==> src/rtl/rotor_step_ctrl.sv <==
// -----------------------------------------------------------------------------
// rotor_step_ctrl
//
// Keypress sequencer for a three-rotor Enigma datapath. It holds the rotor
// offsets, accepts one key letter per transaction, steps the rotors with the
// odometer rule (including the middle-rotor double-step), holds the letter and
// offsets steady while the external rotor/reflector chain settles, then
// returns the enciphered letter over a valid/ready handshake.
//
// Transaction flow: IDLE -> STEP -> WAIT -> DONE -> IDLE
//
// Ports
//   clk, rst_n                    clock (rising edge), async active-low reset
//   cfg_load, cfg_fast/mid/slow   start-position load, honoured only in IDLE
//   cfg_err                       1-cycle pulse: a start position was >= 26
//   key_valid, key_letter         key letter in, 1..26 = A..Z
//   key_ready                     IDLE and no cfg_load this cycle
//   key_err                       1-cycle pulse: accepted key outside 1..26
//   rot_fast, rot_mid, rot_slow   rotate offsets to the rotor chain
//   enc_letter                    letter driven into the rotor chain
//   enc_result                    letter returned by the rotor chain
//   out_valid, out_letter         enciphered letter, held until out_ready
//   out_ready                     consumer accepts out_letter
//   busy                          high in any state other than IDLE
// -----------------------------------------------------------------------------
module rotor_step_ctrl #(
   parameter int unsigned NOTCH_FAST = 21,
   parameter int unsigned NOTCH_MID  = 4,
   parameter int unsigned ENC_LAT    = 1
) (
   input  logic       clk,
   input  logic       rst_n,
   input  logic       cfg_load,
   input  logic [4:0] cfg_fast,
   input  logic [4:0] cfg_mid,
   input  logic [4:0] cfg_slow,
   output logic       cfg_err,
   input  logic       key_valid,
   input  logic [4:0] key_letter,
   output logic       key_ready,
   output logic       key_err,
   output logic [4:0] rot_fast,
   output logic [4:0] rot_mid,
   output logic [4:0] rot_slow,
   output logic [4:0] enc_letter,
   input  logic [4:0] enc_result,
   output logic       out_valid,
   output logic [4:0] out_letter,
   input  logic       out_ready,
   output logic       busy
);

   localparam logic [4:0] NotchFast = 5'(NOTCH_FAST);
   localparam logic [4:0] NotchMid  = 5'(NOTCH_MID);
   localparam logic [3:0] EncLat    = 4'(ENC_LAT);
   localparam logic [4:0] NumPos    = 5'd26;

   typedef enum logic [1:0] {
      StIdle,
      StStep,
      StWait,
      StDone
   } state_e;

   state_e     state_q, state_d;
   logic [4:0] fast_q, fast_d;
   logic [4:0] mid_q, mid_d;
   logic [4:0] slow_q, slow_d;
   logic [4:0] enc_letter_q, enc_letter_d;
   logic [4:0] out_letter_q, out_letter_d;
   logic       out_valid_q, out_valid_d;
   logic [3:0] cnt_q, cnt_d;
   logic       key_err_q, key_err_d;
   logic       cfg_err_q, cfg_err_d;

   logic       key_ok;
   logic       fast_bad, mid_bad, slow_bad;
   logic       fast_at_notch, mid_at_notch;

   // Advance one rotor position modulo 26. The sum is formed at 6 bits so the
   // carry out of 5 bits can never alias back into range.
   function automatic logic [4:0] inc26(input logic [4:0] v);
      logic [5:0] sum;
      sum = {1'b0, v} + 6'd1;
      if (sum >= 6'd26) begin
         sum = 6'd0;
      end
      return sum[4:0];
   endfunction

   assign key_ok   = (key_letter != 5'd0) && (key_letter <= 5'd26);
   assign fast_bad = (cfg_fast >= NumPos);
   assign mid_bad  = (cfg_mid  >= NumPos);
   assign slow_bad = (cfg_slow >= NumPos);

   // Notch decisions use the positions before this step.
   assign fast_at_notch = (fast_q == NotchFast);
   assign mid_at_notch  = (mid_q  == NotchMid);

   always_comb begin
      state_d      = state_q;
      fast_d       = fast_q;
      mid_d        = mid_q;
      slow_d       = slow_q;
      enc_letter_d = enc_letter_q;
      out_letter_d = out_letter_q;
      out_valid_d  = out_valid_q;
      cnt_d        = cnt_q;
      key_err_d    = 1'b0;
      cfg_err_d    = 1'b0;

      unique case (state_q)
         StIdle: begin
            // cfg_load wins over a key presented in the same cycle.
            if (cfg_load) begin
               fast_d    = fast_bad ? 5'd0 : cfg_fast;
               mid_d     = mid_bad  ? 5'd0 : cfg_mid;
               slow_d    = slow_bad ? 5'd0 : cfg_slow;
               cfg_err_d = fast_bad | mid_bad | slow_bad;
            end else if (key_valid) begin
               if (key_ok) begin
                  enc_letter_d = key_letter;
                  state_d      = StStep;
               end else begin
                  key_err_d = 1'b1;
               end
            end
         end

         StStep: begin
            fast_d = inc26(fast_q);
            // Middle rotor steps on the fast notch, and also on its own notch:
            // the latter is the double-step that carries the slow rotor too.
            if (fast_at_notch || mid_at_notch) begin
               mid_d = inc26(mid_q);
            end
            if (mid_at_notch) begin
               slow_d = inc26(slow_q);
            end
            cnt_d   = EncLat;
            state_d = StWait;
         end

         StWait: begin
            if (cnt_q == 4'd0) begin
               out_letter_d = enc_result;
               out_valid_d  = 1'b1;
               state_d      = StDone;
            end else begin
               cnt_d = cnt_q - 4'd1;
            end
         end

         StDone: begin
            if (out_ready) begin
               out_valid_d = 1'b0;
               state_d     = StIdle;
            end
         end

         default: begin
            state_d = StIdle;
         end
      endcase
   end

   always_ff @(posedge clk or negedge rst_n) begin
      if (!rst_n) begin
         state_q      <= StIdle;
         fast_q       <= 5'd0;
         mid_q        <= 5'd0;
         slow_q       <= 5'd0;
         enc_letter_q <= 5'd0;
         out_letter_q <= 5'd0;
         out_valid_q  <= 1'b0;
         cnt_q        <= 4'd0;
         key_err_q    <= 1'b0;
         cfg_err_q    <= 1'b0;
      end else begin
         state_q      <= state_d;
         fast_q       <= fast_d;
         mid_q        <= mid_d;
         slow_q       <= slow_d;
         enc_letter_q <= enc_letter_d;
         out_letter_q <= out_letter_d;
         out_valid_q  <= out_valid_d;
         cnt_q        <= cnt_d;
         key_err_q    <= key_err_d;
         cfg_err_q    <= cfg_err_d;
      end
   end

   assign key_ready  = (state_q == StIdle) && !cfg_load;
   assign busy       = (state_q != StIdle);
   assign rot_fast   = fast_q;
   assign rot_mid    = mid_q;
   assign rot_slow   = slow_q;
   assign enc_letter = enc_letter_q;
   assign out_letter = out_letter_q;
   assign out_valid  = out_valid_q;
   assign key_err    = key_err_q;
   assign cfg_err    = cfg_err_q;

endmodule

==> config.mk <==
export PLATFORM = sky130hd
export DESIGN_NAME = rotor_step_ctrl
export DESIGN_NICKNAME = d
export VERILOG_FILES = /design/src/rtl/rotor_step_ctrl.sv
export SDC_FILE = /design/constraint.sdc
export NUM_CORES = 1
export LEC_CHECK = 0
export ABC_AREA = 1
export CORE_UTILIZATION = 35
export DETAILED_ROUTE_END_ITERATION = 8
export GPL_TIMING_DRIVEN = 0
export SLEW_MARGIN = 20
export SYNTH_ARGS = -nofsm -noshare
export SYNTH_HDL_FRONTEND = slang
export SYNTH_SLANG_ARGS = --single-unit
==> constraint.sdc <==
create_clock -name clk -period 1.93 [get_ports clk]
set_input_delay 0.193 -clock clk [delete_from_list [all_inputs] [get_ports clk]]
set_output_delay 0.193 -clock clk [all_outputs]
set_load 0.01 [all_outputs]
# ---- Word level (Yosys, flattened, before mapping)
# Cells that the tools add are included.
dict set report word_totals {
  register_bits 34
  out_inout_bits 30
  wordCells 88
}
dict set report classes {
  addsub 4
  n_lt_le_gt_ge 7
  eq_ne 14
  muxes 31
  bitwise 3
  reduce_logical 19
}
# op n
set ops {}
lappend ops {{5-bit two-way mux} 11}
lappend ops {{5-bit case mux with 2 select lines} 3}
lappend ops {{5-bit by 1-bit adder with 6-bit output, second input constant} 3}
lappend ops {{6-bit by 5-bit greater-or-equal comparator with 1-bit output, second input constant} 3}
lappend ops {{2-bit inequality test, second input constant} 9}
lappend ops {{5-bit greater-or-equal comparator, second input constant} 3}
lappend ops {{2-bit two-way mux} 5}
lappend ops {{3-bit AND reduction} 3}
lappend ops {{1-bit two-way mux} 8}
lappend ops {{2-bit case mux with 4 select lines} 1}
lappend ops {{4-bit case mux with 2 select lines} 1}
lappend ops {{2-bit nonzero test} 4}
lappend ops {{2-bit AND reduction} 3}
lappend ops {{5-bit by 3-bit == test with 1-bit output, second input constant} 1}
lappend ops {{5-bit == test, second input constant} 1}
lappend ops {{5-bit less-or-equal comparator, second input constant} 1}
lappend ops {{5-bit AND reduction} 1}
lappend ops {{5-bit nonzero test} 1}
lappend ops {{2-bit == test, second input constant} 2}
lappend ops {{4-bit zero test} 1}
lappend ops {{4-bit two-way mux} 1}
lappend ops {{4-bit AND reduction} 1}
lappend ops {{4-bit by 1-bit subtractor with 4-bit output, second input constant} 1}
lappend ops {{2-bit by 1-bit == test with 1-bit output, second input constant} 1}
lappend ops {{other kinds (7)} 9}

# ---- Depth between registers and ports, before layout
dict set report depth {
  depth_word 6
  mapped_depth 9
  depth_no_buf 8
}

# ---- Worst setup path after synthesis
# OpenSTA, ideal clock, no wires.
dict set report synth_path {
  path_kind {flip-flop to flip-flop}
  startpoint {reg state_q[1]}
  endpoint {reg mid_q[0] (netlist: rot_mid[0])}
  setup_time_ps 122
  arrival_time_ps 1415
  required_ps 1808
  path_slack_ps 393
  stages_incl_launch_ff 10
  path_buffers 2
  period_less_slack_ps 1537
  cell_sequence {dfrtp_1 > inv_1 > ha_1 > buf_6 > inv_6 > o21ai_4 > nand2_2 > buf_6 > a21oi_1 > a21oi_1}
}
dict set report synth_between {
  elab_chain_cells 3
  elab_cells_between_ends 7
  cone_classes {3 x eq/ne; 1 x mux; 3 x reduce/logical}
}
# item line_no
set synth_rtl {}
lappend synth_rtl {{from (decl)} 65} ;# state_e state_q, state_d;
lappend synth_rtl {{from (signal assigned)} 169} ;# state_q <= StIdle;
lappend synth_rtl {{from (signal assigned)} 180} ;# state_q <= state_d;
lappend synth_rtl {{2-bit by 1-bit == test with 1-bit output or 2-bit zero test (tied branches)} 112} ;# unique case (state_q)
lappend synth_rtl {{2-bit inequality test (no line) or 2-bit nonzero test (tied branches)} n/a}
lappend synth_rtl {{3-bit AND reduction (no line)} n/a}
lappend synth_rtl {{to (signal assigned)} 182} ;# mid_q <= mid_d;
lappend synth_rtl {{to (decl)} 67} ;# logic [4:0] mid_q, mid_d;
# Several ways; a longest one is shown, not always the timed one.
# A chain may end at the register's enable or synchronous reset.

# ---- Worst setup path after layout
dict set report layout_path {
  startpoint {reg state_q[1]}
  endpoint {out busy}
}
dict set report layout_between {
  elab_chain_cells 1
}
# item line_no
set layout_rtl {}
lappend layout_rtl {{2-bit nonzero test} 194} ;# assign busy = (state_q != StIdle);
lappend layout_rtl {{to (decl)} 50} ;# output logic busy
# Every way passes these cells.

==> out/qor.yml <==
grtUsageTotal_pct: 16.6
io_buffers: 59
drtAntennaViolNets: 0
syn_area_um2: 2290
routed_wl_mm: 5.47
holdWs_ns: 0.317
maxCapViolCount: 0
ys.flop_type: "dfrtp_1"
hpwl_mm: 4.17
cpMaxStageDelayCell: "clkdlybuf4s50_1"
layout-area-overhead-vs-synth_pct: 36.0
start_util_pct: 36.2
maxSlewViolCount: 0
period_minus_slack_ns: 1.84
synth_edf_count: 0
synth_seq_cells: 34
slew_headroom_pct: 65.2
swShare_pct: 45.4
cts_buffer_depth: 2
critPathKind: "reg2out"
max-vdd-ir-drop_uv: 634
worstPathRequired_ns: 1.74
seq_power_share_pct: 27.9
syn_inst: 319
clkLatencyLatePin_ns: 0.29
die_height_um: 82.8
cts_tree: "done"
drt_iter0_markers: 118
synth_area_per_cell_um2: 7.17
synth.largest_area_cell: "dfrtp_1"
finalCritPeriodShare_pct: 95.5
worst-path-max-fanout: 6
dieArea_um2: 6860
num_rows: 29
n_antenna_cell: 0
max_freq_mhz: 542
yosysUniqueCellTypes: 28
grt_overflow: 0
grt_setup_unrepaired: "false"
finalPower_mw: 5.11
grt_pass1_vias: 2110
ys_seq_area_share_pct: 37.2
start_kind: "flip-flop"
fillers: 652
clkTransAtPathRegs_ns: 0.07
endpoint_kind: "output pin"
skew_ns: 0.00558
critPathMostFrequentCell: "inv_1"
cts_buffers: 5
p_int_mw: 2.79
core-area_um2: 6310
reg2reg_from: "state_q[1]$_DFFE_PN0P_"
yosys_warnings: 0
synth_nets: 362
rrSetupSlack_ns: 0.13
htreeDepth: 2
p_comb_share_pct: 62.2
cp_cell_sequence: "inv_1 > ha_4 > inv_1 > clkdlybuf4s50_1"
finalSetupViolCount: 0
fin_area_um2: 3110
ios: 60
fin_nets: 431
slowest_delay_ns: 0.56
p_leak_nw: 1.54
place.gp.congestion: 0.864
postPlaceCellArea_um2: 2990
wire_per_inst_um: 11.8
switchingPower_mw: 2.32
hold_path.class: "in2async"
crit_buf_inv: 3
via_count: 2242
die_x_um: 82.8
drtPass1Iterations: 4
drive_above_1_share_pct: 7.47
status: "complete, no violations"
synth_common_cells: "57 x nor2_1, 56 x nand2_1, 46 x inv_1"
drc: 0
cts_root_buf: "clkbuf_8"
grt_pass1_wl_mm: 9.53
grt_max_degree: 24
synth.area.top_cells: "dfrtp_1 37%, nor2_1 9.4%, nand2_1 9.2%"
via_per_inst: 4.82
hold_viol_final: 0
worstMarginPinSlew_ns: 0.522
synth_top_area_share_pct: 37.2
cts_sinks: 34
cp_data_arrival_time_ns: 1.65
synthArstFlopShare_pct: 100
clock_power_share_pct: 9.9
critPathTopFamily: "buffers and inverters"
antenna_found_initial: 0
synth_most_common_cell: "nor2_1"
crit_start: "state_q[1]$_DFFE_PN0P_"
power_density_nw_per_um2: 1640
## stage by stage
| stage | util (%) | std cells | TNS [ns] | setup slack, ns |
|---|---|---|---|---|
| floorplan | - | 319 | 0 | 0.393 |
| global placement | 47.1 | 455 | -6.16 | -0.183 |
| detailed placement | 47.3 | 456 | 0 | 0.0839 |
| CTS | 48.9 | 464 | 0 | 0.0643 |
| global route | 49.2 | 465 | 0 | 0.000729 |
| finish | 49.2 | 465 | 0 | 0.0859 |
## metal layers
layer / global-route usage, % / share of wire, % / vias to the layer above
met2: 27.2 / 45 / 54
met4: 4.39 / 1.4 / 0
met1: 22.4 / 49 / 1009
met3: 3.28 / 4.1 / 9
met5: 0 / 0 / -
li1: - / - / 1170
## logic make-up (layout without fill, tap and decap cells)
group / count (synthesis) / in the layout / share of synthesized area [%]
AO/OA/AOI/OAI: 49 / 49 / 11.6
adder cells (fa/ha/maj): 13 / 13 / 7.12
buffers and inverters: 52 / 121 / 9.52
flip-flops: 34 / 34 / 37.2
multiplexers: 5 / 5 / 2.46
AND/OR/NAND/NOR: 166 / 166 / 32.1
## power by group through the flow
stage / clock, mW / sequential, mW / combinational [mW]
after floorplan: 0 / 1.50 / 1.89
after global placement: 0 / 1.43 / 3.06
after detailed placement: 0 / 1.44 / 3.10
after CTS: 0.527 / 1.43 / 3.15
after global routing: 0.553 / 1.49 / 3.59
final: 0.505 / 1.42 / 3.18
## final timing paths
kind | cells after the start | end
max | 4 | busy
min | 2 | state_q[1]$_DFFE_PN0P_
max reg2reg | 10 | rot_mid[2]$_DFFE_PN0P_
min reg2reg | 2 | enc_letter[1]$_DFFE_PN0P_
max in group asynchronous | 3 | rot_fast[4]$_DFFE_PN0P_
min in group clk | 2 | enc_letter[1]$_DFFE_PN0P_
## what timing repair did
item	4_1_cts	5_1_grt
hold buffers	1	0
buffers inserted	0	1
hold endpoints to repair	11	0
gates resized for setup	3	0
pin swaps	0	1
setup endpoints to repair	2	4
## cell type report
class | count | area, µm² | area share, %
Buffer | 5 | 36.3 | 1.17
Sequential cell | 34 | 851 | 27.4
Clock buffer | 5 | 68.8 | 2.21
Clock inverter | 2 | 10.0 | 0.322
Inverter | 47 | 181 | 5.84
Timing Repair Buffer | 62 | 634 | 20.4
Multi-Input combinational cell | 233 | 1230 | 39.6
Tap cell | 77 | 96.3 | 3.10
## cells in the final DEF (no fill, tap or decap), types with 3 or more instances in the layout
cell,n
nor2_1,57
clkdlybuf4s50_1,57
nand2_1,56
inv_1,46
nand3_1,38
dfrtp_1,34
a21oi_1,28
o21ai_0,16
ha_1,12
mux2_2,5
clkbuf_8,5
buf_2,3
nand4_1,3
## state kept, by name (all words and copies together) (netlist names)
signal,cells
rot_fast,5
out_valid,1
rot_slow,5
cfg_err,1
key_err,1
enc_letter,5
state_q,2
rot_mid,5
cnt_q,4
out_letter,5
No activity file was read; power rests on OpenSTA's default activity.
